$ cat config.mk
export PLATFORM = sky130hd
export DESIGN_NAME = mmc1_serial_writer
export DESIGN_NICKNAME = d
export VERILOG_FILES = /design/src/rtl/nes_cart_pkg.sv /design/src/rtl/mmc1_serial_writer.sv
export SDC_FILE = /design/constraint.sdc
export NUM_CORES = 1
export LEC_CHECK = 0
export BUFFER_PORTS_ARGS = -buffer_cell sky130_fd_sc_hd__buf_2
export CAP_MARGIN = 20
export CORE_ASPECT_RATIO = 1.1
export CORE_MARGIN = 3
export CORE_UTILIZATION = 47
export DETAILED_ROUTE_END_ITERATION = 10
export PLACE_DENSITY = 0.74
export SYNTH_ARGS = -nofsm -noshare
export SYNTH_HDL_FRONTEND = slang
export SYNTH_SLANG_ARGS = --single-unit
$ cat constraint.sdc
create_clock -name clk_cpu -period 1.2 [get_ports clk_cpu]
set_input_delay 0.24 -clock clk_cpu [delete_from_list [all_inputs] [get_ports clk_cpu]]
set_output_delay 0.24 -clock clk_cpu [all_outputs]
set_load 0.01 [all_outputs]
$ cat src/rtl/nes_cart_pkg.sv
// Shared MMC1 cart definitions: register selects, serial protocol constants and
// the writer FSM state type.
package nes_cart_pkg;

    typedef enum logic [1:0] {
        CTRL = 2'd0,
        CHR0 = 2'd1,
        CHR1 = 2'd2,
        PRG  = 2'd3
    } mmc1_reg_t;

    localparam logic [7:0]  MMC1_RESET_DATA = 8'h80;
    localparam int unsigned MMC1_NBITS      = 5;

    typedef enum logic [1:0] {
        WR_IDLE,
        WR_WRITE,
        WR_GAP,
        WR_DONE
    } mmc1_wr_state_t;

    // Register select lands on A14..A13; the low address bits are don't-care to MMC1.
    function automatic logic [14:0] mmc1_reg_addr(input mmc1_reg_t r);
        return {r, 13'h0};
    endfunction

    function automatic logic [7:0] mmc1_bit_data(input logic [4:0] d, input logic [2:0] k);
        logic [4:0] s;
        s = d >> k;
        return {7'b0, s[0]};
    endfunction

endpackage

$ cat src/rtl/mmc1_serial_writer.sv
// MMC1 serial-port transmitter: replays the 6502 write sequence (optional reset
// write, then five LSB-first bit writes) onto the cart CPU-side bus.
module mmc1_serial_writer #(
    parameter int GAP_CYCLES = 2
) (
    input  logic        clk_cpu,
    input  logic        rst,
    input  logic        req_valid,
    output logic        req_ready,
    input  logic [1:0]  req_reg,
    input  logic [4:0]  req_data,
    input  logic        req_reset,
    output logic        done,
    output logic [14:0] cpu_addr,
    output logic [7:0]  cpu_data_o,
    output logic        cpu_rw,
    output logic        romsel,
    output logic        m2
);
    import nes_cart_pkg::*;

    // MMC1 drops consecutive-cycle writes, so at least one idle cycle is mandatory.
    generate
        if (GAP_CYCLES < 1 || GAP_CYCLES > 15) begin : g_bad_gap
            $error("mmc1_serial_writer: GAP_CYCLES must be in 1..15");
        end
    endgenerate

    localparam logic [3:0] GAP_LOAD = 4'(GAP_CYCLES - 1);

    mmc1_wr_state_t state_q, state_d;
    logic [3:0]     gap_q, gap_d;
    logic [2:0]     bits_q, bits_d;
    logic           rstw_q, rstw_d;
    mmc1_reg_t      reg_q;
    logic [4:0]     data_q;
    logic [14:0]    addr_hold_q;
    logic [7:0]     data_hold_q;
    logic           accept;

    assign accept = (state_q == WR_IDLE) && req_valid;

    always_ff @(posedge clk_cpu) begin
        if (rst) begin
            state_q     <= WR_IDLE;
            gap_q       <= '0;
            bits_q      <= '0;
            rstw_q      <= 1'b0;
            reg_q       <= CTRL;
            data_q      <= '0;
            addr_hold_q <= '0;
            data_hold_q <= '0;
        end else begin
            state_q     <= state_d;
            gap_q       <= gap_d;
            bits_q      <= bits_d;
            rstw_q      <= rstw_d;
            addr_hold_q <= cpu_addr;
            data_hold_q <= cpu_data_o;
            if (accept) begin
                reg_q  <= mmc1_reg_t'(req_reg);
                data_q <= req_data;
            end
        end
    end

    // Address/data pins keep showing the previous write outside WR cycles.
    always_comb begin
        state_d    = state_q;
        gap_d      = gap_q;
        bits_d     = bits_q;
        rstw_d     = rstw_q;
        req_ready  = 1'b0;
        done       = 1'b0;
        cpu_rw     = 1'b1;
        romsel     = 1'b1;
        m2         = 1'b0;
        cpu_addr   = addr_hold_q;
        cpu_data_o = data_hold_q;

        case (state_q)
            WR_IDLE: begin
                req_ready = 1'b1;
                if (req_valid) begin
                    state_d = WR_WRITE;
                    rstw_d  = req_reset;
                    bits_d  = '0;
                end
            end
            WR_WRITE: begin
                cpu_rw   = 1'b0;
                romsel   = 1'b0;
                m2       = 1'b1;
                cpu_addr = mmc1_reg_addr(reg_q);
                if (rstw_q) begin
                    cpu_data_o = MMC1_RESET_DATA;
                    rstw_d     = 1'b0;
                end else begin
                    cpu_data_o = mmc1_bit_data(data_q, bits_q);
                    bits_d     = bits_q + 3'd1;
                end
                gap_d   = GAP_LOAD;
                state_d = WR_GAP;
            end
            WR_GAP: begin
                if (gap_q == 4'd0) begin
                    state_d = (bits_q < 3'(MMC1_NBITS)) ? WR_WRITE : WR_DONE;
                end else begin
                    gap_d = gap_q - 4'd1;
                end
            end
            WR_DONE: begin
                done    = 1'b1;
                state_d = WR_IDLE;
            end
            default: state_d = WR_IDLE;
        endcase
    end

endmodule

==> flow_summary.ini <==
[run_status]
run_status = complete, but fails checks
violations = setup timing

[logic_synthesis]
netlist_area_um2 = 1630
synth_cell_type_count = 37
ys_seq_area_share_pct = 49.0
netlist_instances = 173
syn_nets = 186
avgSynthCellArea_um2 = 9.44
ys_ff_latch = 40
yosys_warnings = 0

[finish]
multiInputGateArea_um2 = 1070
drive_above_1_share_pct = 62.4
fillerInstances = 152
syn_to_final_growth_pct = 69.9
layout_common_cells = buf_6, dfxtp_1, and2_4
diodes = 0
layout.nets = 262
seq_area_um2 = 815
layout_commonest_cell = buf_6

[sta]
clock_skew_ps = 16.4
period_minus_slack_ps = 1760
finalHoldViolations = 0
rsz0062_at_grt = true
slew_headroom_pct = 74.1
slew_viol_final = 0
layout_setup_ws_ps = -561
fmax_ghz = 0.568
setup_viol = 66
worstMarginPinSlew_ps = 388
fin_crit_sh_pct = 147
finalSetupTns_ps = -20770

[pwr]
p_per_area_nw_per_um2 = 980
leakagePower_nw = 1.23
peakVddDrop_v = 0.000862
total_power_w = 0.00272

[setup_path]
crit_required_ps = 960
critPathMaxFanout = 5
worstSetupStartpoint = bits_q[1]
path_class = flop to output port
r2r_cells = 7
r2r_start = state_q[1]
cp.arrival_ps = 1520
endpoint_kind = output port
rrSetupSlack_ps = -350
cp-start-kind = flop
r2r_end = reg_q[1]
cp-endpoint = cpu_data_o[0]

[routing]
drtPass1Iterations = 4
totalWireLength_um = 5460
vias_per_cell = 5.29
drc = 0
dr.first_iter.drc_count = 63
ant_nets = 0
routedWlPerCell_um = 18.4
num_vias = 1567

[cts]
cts_tree = done
cts-hold-fix-buffers = 0
h-tree-depth = 2
numCtsBuffers = 5
clk_latency_ps = 360
clock-sinks = 40
cts_buffer_depth = 2
clock-root-buffer = clkbuf_4
path_clk_slew_ps = 120

[min_path]
hp-class = primary input to flop
holdCritStartpoint = req_reg[0]

[place]
pre_cts_ws_ps = -162
gp_congestion = 0.812
port_buffers = 38
hpwl_um = 2470

[grt]
grt_pass1_wl_um = 6900
gr-total-overflow = 0
grt_start_max_net_pins = 13
grtUsageTotal_pct = 21.1
grt_pass1_vias = 1491
grt_antenna_before_repair = 0

[floorplanning]
dieArea_um2 = 4220
die_h_um = 67.8
ios = 39
core_um2 = 3180
start_util_pct = 51.4
fp.dieW_um = 62.2
row_count = 21

[flow_run]
maxCapViolations = 0
## where the power goes
group,switching [W],internal [W],leakage (nW)
Clock,0.000446,0.000289,0.0326
Sequential,0.0000436,0.00136,0.327
Combinational,0.000272,0.000307,0.873
## registers in the layout, indices dropped and copies added (netlist names)
register and cells:
addr_hold_q 15, data_q 5, reg_q 2, rstw_q 1, state_q 2, bits_q 3, data_hold_q 8, gap_q 4
## synthesized netlist by cell type (all sizes together)
master	n	share of area, %
nor3b	3	1.7
mux2	1	0.69
ha	2	1.5
a22oi	1	0.46
o21ai	3	0.92
dfxtp	40	49
or4	1	0.46
nand2	12	2.8
mux2i	8	4.9
a31o	1	0.54
nor3	3	0.92
xnor2	1	0.54
buf	6	2.7
nor2	19	4.8
o41ai	1	0.54
nand3b	3	1.4
a21oi	7	2.8
a2111oi	1	0.54
o31a	1	0.54
nand3	1	0.31
inv	3	0.69
xor2	1	0.54
and2	39	15
a211oi	1	0.46
nand2b	4	2.0
clkbuf	4	1.0
nor4	2	0.77
nor2b	4	1.5
## per-stage QoR
stage               hold slack, ps  cell area, um^2  cells  utilization [%]
floorplan                      387             1740    173                -
global placement               434             2090    269             65.7
detailed placement             435             2090    269             65.7
CTS                            114             2480    293             78.0
global route                   151             2770    296             87.2
finish                         134             2770    296             87.2
## worst min-delay path by stage
| stage | to | slack (ps) | depth (start not counted) |
|---|---|---|---|
| 2_1_floorplan | data_q[0] | 390 | 2 |
| 3_3_place_gp | addr_hold_q[9] | 430 | 1 |
| 3_5_place_dp | data_hold_q[3] | 440 | 1 |
| 4_1_cts | data_q[0] | 110 | 3 |
| 5_1_grt | data_q[4] | 150 | 3 |
| 6_report | reg_q[0] | 130 | 3 |
## area by class of cell
cell class	instances	share of cell area (%)
clock buffer	8	2.12
inverter	3	0.677
multi-input combinational	120	38.5
sequential	40	29.4
tap	46	2.07
timing repair buffer	79	27.3
## per-layer routing
layer  share of wire, %  vias to the layer above  track usage (%)
li1                   -                      714                -
met1                 39                      779             23.5
met2                 53                       56             39.4
met3                4.3                       18             6.24
met4                3.0                        0             6.35
met5                  0                        -                0
## what timing repair did
| action | in CTS | in global routing |
|---|---|---|
| gates cloned | 2 | 1 |
| gates resized for setup | 48 | 74 |
| pin swaps | 11 | 27 |
| setup endpoints to repair | 59 | 67 |
| buffers inserted | 14 | 9 |
## cell families (layout without fill, tap and decap cells)
logic type	Yosys count	after routing	share of synthesized area (%)
AOI/OAI and AO/OA	16	16	6.82
xor gates and xnor gates	2	2	1.07
DFF	40	40	49.0
adders and majority gates	2	2	1.53
buffers and inverters	13	90	4.37
muxes	9	9	5.59
and+or+nand+nor	91	91	31.6
## worst max-delay path: stages, from the launching register on
cell and delay (ps):
dfxtp_4 390, nand2b_4 150, a21oi_4 130, nor2_2 80, o41ai_4 220, buf_2 190
(Power assumes the default switching activity.)
